--- src/rtl/wptr_full_gen.sv ---
// Write-side pointer and full-flag generator for an asynchronous FIFO.
// Holds the binary/Gray write pointer, synchronises the read-domain Gray pointer
// into the write clock and derives full, almost-full, fill level and overflow.
module wptr_full_gen #(
  parameter int unsigned ADDR_W      = 4,
  parameter int unsigned SYNC_STAGES = 2,
  parameter int unsigned AFULL_TH    = 12
) (
  input  logic              clk,
  input  logic              rst,
  input  logic              winc,
  input  logic [ADDR_W:0]   rptr_gray_async,
  output logic [ADDR_W-1:0] waddr,
  output logic [ADDR_W:0]   wptr_gray,
  output logic              wfull,
  output logic              walmost_full,
  output logic [ADDR_W:0]   wlevel,
  output logic              wr_ovf
);

  localparam logic [ADDR_W:0] AfullTh = (ADDR_W + 1)'(AFULL_TH);

  // Architectural state
  logic [ADDR_W:0] wbin_q, wbin_d;
  logic [ADDR_W:0] wgray_q, wgray_d;
  logic [ADDR_W:0] sync_q [SYNC_STAGES];
  logic [ADDR_W:0] sync_d [SYNC_STAGES];
  logic            wfull_q, wfull_d;
  logic            wafull_q, wafull_d;
  logic [ADDR_W:0] wlevel_q, wlevel_d;
  logic            ovf_q, ovf_d;

  // Derived combinational values
  logic            wr_en;
  logic [ADDR_W:0] rq_gray;
  logic [ADDR_W:0] rbin_sync;
  logic [ADDR_W:0] full_gray;

  assign rq_gray = sync_q[SYNC_STAGES-1];

  // Synchroniser shift: the raw async pointer lands directly in the first flop
  always_comb begin
    for (int i = 0; i < int'(SYNC_STAGES); i++) begin
      sync_d[i] = '0;
    end
    sync_d[0] = rptr_gray_async;
    for (int i = 1; i < int'(SYNC_STAGES); i++) begin
      sync_d[i] = sync_q[i-1];
    end
  end

  // Gray-to-binary of the synchronised read pointer (XOR-prefix from the MSB)
  always_comb begin
    rbin_sync = '0;
    for (int i = 0; i <= int'(ADDR_W); i++) begin
      rbin_sync[i] = ^(rq_gray >> i);
    end
  end

  // Next write pointer and flag computation; flags look at the post-write pointer
  always_comb begin
    wr_en     = winc & ~wfull_q;
    wbin_d    = wbin_q + (ADDR_W + 1)'(wr_en);
    wgray_d   = wbin_d ^ (wbin_d >> 1);
    // Write pointer one full lap ahead of the read pointer: top two Gray bits inverted
    full_gray = {~rq_gray[ADDR_W:ADDR_W-1], rq_gray[ADDR_W-2:0]};
    wfull_d   = (wgray_d == full_gray);
    // Read pointer lags, so this level can only overestimate occupancy
    wlevel_d  = wbin_d - rbin_sync;
    wafull_d  = (wlevel_d >= AfullTh);
    ovf_d     = ovf_q | (winc & wfull_q);
  end

  // State update with synchronous, active-high reset
  always_ff @(posedge clk) begin
    if (rst) begin
      wbin_q   <= '0;
      wgray_q  <= '0;
      wfull_q  <= 1'b0;
      wafull_q <= 1'b0;
      wlevel_q <= '0;
      ovf_q    <= 1'b0;
      for (int i = 0; i < int'(SYNC_STAGES); i++) begin
        sync_q[i] <= '0;
      end
    end else begin
      wbin_q   <= wbin_d;
      wgray_q  <= wgray_d;
      wfull_q  <= wfull_d;
      wafull_q <= wafull_d;
      wlevel_q <= wlevel_d;
      ovf_q    <= ovf_d;
      for (int i = 0; i < int'(SYNC_STAGES); i++) begin
        sync_q[i] <= sync_d[i];
      end
    end
  end

  assign waddr        = wbin_q[ADDR_W-1:0];
  assign wptr_gray    = wgray_q;
  assign wfull        = wfull_q;
  assign walmost_full = wafull_q;
  assign wlevel       = wlevel_q;
  assign wr_ovf       = ovf_q;

endmodule

--- config.mk ---
export PLATFORM = sky130hd
export DESIGN_NAME = wptr_full_gen
export DESIGN_NICKNAME = d
export VERILOG_FILES = /design/src/rtl/wptr_full_gen.sv
export SDC_FILE = /design/constraint.sdc
export NUM_CORES = 1
export LEC_CHECK = 0
export BUFFER_PORTS_ARGS = -buffer_cell sky130_fd_sc_hd__buf_2
export CAP_MARGIN = 20
export CORE_MARGIN = 10
export CORE_UTILIZATION = 40
export DETAILED_ROUTE_END_ITERATION = 8
export PLACE_DENSITY = 0.66
export SLEW_MARGIN = 10
export SYNTH_ARGS = -nofsm -noshare
export SYNTH_HDL_FRONTEND = slang
export SYNTH_SLANG_ARGS = --single-unit
--- constraint.sdc ---
create_clock -name clk -period 7.2 [get_ports clk]
set_input_delay 1.08 -clock clk [delete_from_list [all_inputs] [get_ports clk]]
set_output_delay 1.08 -clock clk [all_outputs]
set_load 0.02 [all_outputs]
==> results of run 1 <==
==> layer usage <==
layer  vias up  share of wire  routed length [µm]
met5         -              0                   0
met4         0          0.025                  51
met3         5          0.092                 189
met2        21           0.46                 947
met1       376           0.42                 875
li1        420              -                   -
==> cell families (layout without fill, tap and decap cells) <==
logic type,Yosys count,after routing
flops,27,27
xor+xnor,20,20
compound gates,12,12
buf+inv,12,36
mux,1,1
simple gates,37,37
fa+ha+maj,6,6
==> worst max-delay path by stage <==
stage                     slack, ns      endpoint  depth (start not counted)  startpoint
after detailed placement       3.82  walmost_full                         11        winc
after global placement         3.84  walmost_full                         11        winc
after global routing           3.99  walmost_full                         12        winc
final                          4.18  walmost_full                         11        winc
after CTS                      4.18  walmost_full                         11        winc
after floorplan                4.11  walmost_full                         11        winc
==> layout by cell type, fill, tap and decap left out, drive strengths merged, types with 4 or more instances in the layout <==
| cell type | Yosys | final |
|---|---|---|
| dfxtp | 27 | 27 |
| buf | 0 | 24 |
| nor2 | 16 | 16 |
| xnor2 | 13 | 13 |
| nor2b | 13 | 13 |
| inv | 8 | 8 |
| xor2 | 7 | 7 |
| ha | 6 | 6 |
| a21oi | 5 | 5 |
| clkbuf | 4 | 4 |
==> final cells by class <==
cell class	count	area, µm²	area share
Timing Repair Buffer	24	120	0.0908
Sequential cell	27	541	0.409
Multi-Input combinational cell	76	567	0.429
Tap cell	31	38.8	0.0293
Inverter	8	30.0	0.0227
Clock buffer	4	26.3	0.0199
==> through the flow <==
step | utilization | total power, mW
global placement | 0.470 | 0.254
finish | 0.480 | 0.317
detailed placement | 0.470 | 0.256
global route | 0.480 | 0.338
CTS | 0.480 | 0.323
floorplan | - | 0.234
==> worst reg2reg max path, stage by stage (launching register included) <==
cell and delay (ns):
dfxtp_1 0.42, xor2_2 0.24, inv_2 0.07, xnor2_1 0.31, xnor2_1 0.17, ha_1 0.20
inv_1 0.08, ha_1 0.21, a21o_1 0.18, a21oi_1 0.17, o41ai_2 0.10, xnor2_1 0.19
o22ai_1 0.11
==> registers in the layout, indices dropped and copies added (netlist names) <==
| name | count |
|---|---|
| wlevel | 5 |
| wptr_gray | 4 |
| sync_q | 10 |
| walmost_full | 1 |
| wfull | 1 |
| wr_ovf | 1 |
| wbin_q | 5 |
==> where the power goes <==
part           internal (mW)  switching, mW  leakage (nW)
clock network         0.0218         0.0441        0.0150
logic                 0.0348         0.0496         0.370
registers              0.163        0.00397         0.222
==> results.ini, run 1 <==
[synth]
synth_xor_area_frac=0.172
synth_commonest_cells=dfxtp_1, nor2_1, nor2b_1, xnor2_1, inv_1
synthCells=115
yosysMostFrequentCell=dfxtp_1
synthAdderAreaFrac=0.0651
synth_simple_gate_area_frac=0.163
synth_compound_area_frac=0.0836
synth_edf_count=0
syn_nets=129
syn_area_per_cell_um2=10.0
synth_top_area_frac=0.469
synth-seq-cells=27
synthArstFlopShare=0
synth_top_family_by_area=XOR/XNOR gates
netlist_area_um2=1150
synth_mux_area_frac=0.00869
ys_seq_area_frac=0.469
yosysWarningCount=0
ys.flop_type=dfxtp_1
yosys-top-cells-area=dfxtp_1, xnor2_1, nor2b_1
ys_types=24
yosysTopAreaCell=dfxtp_1

[critical_path]
worst-path-max-fanout=6
ff2ff_setup_slack_ns=4.63
critPathMaxStageDelay_ns=0.39
worstRegToRegCells=12
required_ns=7.41
slowest_stage=xor2_2
path_delay_family=adder cells
start_kind=primary input
critPathBufInv=1
crit_arrival_ns=3.23
r2r_start=sync_q[0][9]
crit_chain=buf_2 -> nor2b_1 -> ha_1 -> ha_1 -> xor2_2 -> ha_1 -> a21o_1 -> a21oi_1 -> o41ai_2 -> xnor2_1 -> o22ai_1
crit-reg2reg-capture=walmost_full
crit_path_frequent_cell=ha_1
crit_path_end_kind=flop
path_class=in2reg

[timing]
holdWs_ns=0.451
slew_violations=0
period_needed_ns=3.02
hold_violations=0
clock.fmax_mhz=331
final.setup_skew_ns=0.00419
finalSetupTns_ns=0
finalCritPeriodShare=0.419
tightest_slew_ns=0.466
max_slew_margin=0.688
rsz0062_at_grt=no
layout_setup_ws_ns=4.18
setup-violations-final=0

[clocking]
hold_buffers=0
clk_pin_slew_ns=0.14
cts_tree=yes
post-cts-setup-buffers=0
ctsResizeCount=0
cts.root.buffer_cell=clkbuf_4
clk_latency_ns=0.33
clockBufferDepth=2
cts_num_sinks=27
cts-htree-levels=1
cts_made_buffers=3

[placement]
place_area_um2=1300
placed_cells=166
routabilityCongestion=0.870
dpl.hpwl_um=1640
post-place-ws_ns=3.82
io_buffer_count=24

[grt]
track_usage=0.0827
grt_most_used_layer=met2
grtUsageMet2=0.134
grt_pass1_wl_um=3530
grt_pass1_vias=841
met1_usage=0.0841
grt_max_degree=29
met3_usage=0.0336
antenna_found_initial=0
grt-ovfl-total=0

[floorplanning]
die_h_um=73.7
core_area_um2=2760
die_x_um=73.7
start_util=0.418
rows=19
die_area_um2=5430
pin_count=25

[detailed_routing]
drt_wl_total_um=2060
drt-wirelength-per-cell_um=12.1
vias=822
drt_iter0_markers=26
dr.pass1.iters=4
final_antenna_net_count=0
avgViaCountPerCell=4.84
drc=0

[layout]
syn2layout_area_growth_pct=14.8
finish.instance_area_um2=1320
fin_cells=170
nFillCells=271
drive_gt1_frac=0.237
antenna_cells=0
final_nets=154

[worst_hold_path]
whs_path_depth=1
hold_class=reg2reg
hold_end=sync_q[0][7]
worstHoldStart=sync_q[0][2]

[status]
status=completed

[job]
cap_violations=0

[power]
ir_drop_uv=136
cellLeakagePower_nw=0.607
power_density_nw_per_um2=240

(Power assumes the default switching activity.)
==> inputs of run 2 (changes only) <==
--- a/config.mk
+++ b/config.mk
@@ -10,7 +10,7 @@
 export CORE_MARGIN = 10
 export CORE_UTILIZATION = 40
 export DETAILED_ROUTE_END_ITERATION = 8
-export PLACE_DENSITY = 0.66
+export PLACE_DENSITY = 0.68
 export SLEW_MARGIN = 10
 export SYNTH_ARGS = -nofsm -noshare
 export SYNTH_HDL_FRONTEND = slang
==> constraint.sdc (replaced) <==
create_clock -name clk -period 2.55 [get_ports clk]
set_input_delay 0.3825 -clock clk [delete_from_list [all_inputs] [get_ports clk]]
set_output_delay 0.3825 -clock clk [all_outputs]
set_load 0.02 [all_outputs]
==> run 2 against run 1 <==
Sequential share of layout area down 2.7 points; via count grew 2.9%; cell area is 7.6% higher; hold slack lost 0.20 ns; global-route usage is 0.26 points higher; clock-buffer cell count unchanged; power grew to 2.9 times the previous value; first-iteration DRC count is 42% higher; sequential power rose to 2.8 times the previous value; clock power increased to 2.8 times the previous value.
==> results.ini, run 2 (synthesis results as in run 1) <==
[status]
status=completed

[critical_path]
path_class=reg2reg
crit_path_end_kind=flop
critPathMaxStageDelay_ns=0.49
crit_arrival_ns=2.64
crit_path_frequent_cell=ha_1
slowest_stage=a2111oi_0
path_delay_family=adder cells
worst-path-max-fanout=5
critPathBufInv=1
crit_chain=nor2b_1 -> ha_2 -> ha_1 -> xor2_2 -> ha_1 -> inv_1 -> a2111oi_0 -> nor3_1 -> o22ai_1
required_ns=2.81
start_kind=flop

[timing]
final.setup_skew_ns=0.0129
finalCritPeriodShare=0.933
clock.fmax_mhz=420
finalSetupTns_ns=0
hold_violations=0
rsz0062_at_grt=no
slew_violations=0
setup-violations-final=0
max_slew_margin=0.670
tightest_slew_ns=0.482
period_needed_ns=2.38

[detailed_routing]
final_antenna_net_count=0
route.top_layer_used=met4
avgViaCountPerCell=4.83
dr.pass1.iters=4
drt-wirelength-per-cell_um=12.6
vias=846
drt_iter0_markers=37
wl_met1_um=938
wl_met3_um=188
drc=0
drt_wl_total_um=2210
dr_wl_met2_um=1050

[job]
cap_violations=0

[grt]
grt-ovfl-total=0
grt_pass1_wl_um=3670
track_usage=0.0853
grt_max_degree=29
grt_pass1_vias=861
antenna_found_initial=0

[floorplanning]
core_area_um2=2760
pin_count=25
die_area_um2=5430
rows=19
start_util=0.418
die_h_um=73.7
die_x_um=73.7

[clocking]
hold_buffers=0
cts_num_sinks=27
clk_pin_slew_ns=0.14
cts_tree=yes
clk_latency_ns=0.33
clockBufferDepth=2
cts_made_buffers=3
cts.root.buffer_cell=clkbuf_4
cts-htree-levels=1

[layout]
layout_commonest_cell=dfxtp_1
antenna_cells=0
syn2layout_area_growth_pct=23.5
regMostFlops=sync_q
drive_gt1_frac=0.313
mostFrequentLayoutCells=dfxtp_1, buf_2, nor2_1
largest_reg_flops=10
utilization=0.516
final_nets=159

[power]
power_density_nw_per_um2=646
ir_drop_uv=399
cellLeakagePower_nw=0.642

[placement]
dpl.hpwl_um=1710
io_buffer_count=24
routabilityCongestion=0.881

[worst_hold_path]
hold_class=in2reg

run 2: cell types whose count changed in the layout (fill, tap and decap cells not counted), sizes merged:
cell  delta
buf      +5
run 2: final cells by class:
cell class                 count  area (µm²)
fill                         258        1340
sequential                    27         543
multi-input combinational     76         627
tap                           31        38.8
clock buffer                   4        26.3
timing repair buffer          29         158
inverter                       8        30.0
run 2: per-layer routing:
layer  track usage  vias up
li1              -      428
met1        0.0923      384
met2         0.141       30
met3        0.0350        4
met4        0.0393        0
met5             0        -
run 2: final timing paths:
path                      start            to  slack, ns  cells past startpoint
min reg2reg        sync_q[0][4]  sync_q[0][9]       0.45                      1
max                       wfull  walmost_full       0.17                      9
max reg2reg               wfull  walmost_full       0.17                      9
min          rptr_gray_async[0]  sync_q[0][0]       0.25                      2
run 2: timing repair:
item                       4_1_cts  5_1_grt
setup endpoints to repair        0        2
buffers inserted                 0        1
gates resized for setup          0        9
run 2: stage by stage:
stage	worst slack (ns)	instance area, µm²	total power, mW	std cells	hold WS (ns)
after detailed placement	-0.0310	1330	0.731	170	0.423
after global routing	0.00823	1420	0.974	175	0.244
after CTS	0.0257	1350	0.907	174	0.256
after floorplan	0.144	1150	0.661	115	0.414
after global placement	0.0992	1330	0.723	170	0.420
final	0.171	1420	0.919	175	0.251
run 2: report_power, final:
group / internal (mW) / switching, mW / total, mW
Combinational: 0.113 / 0.150 / 0.263
Sequential: 0.460 / 0.0129 / 0.473
Clock: 0.0613 / 0.122 / 0.183
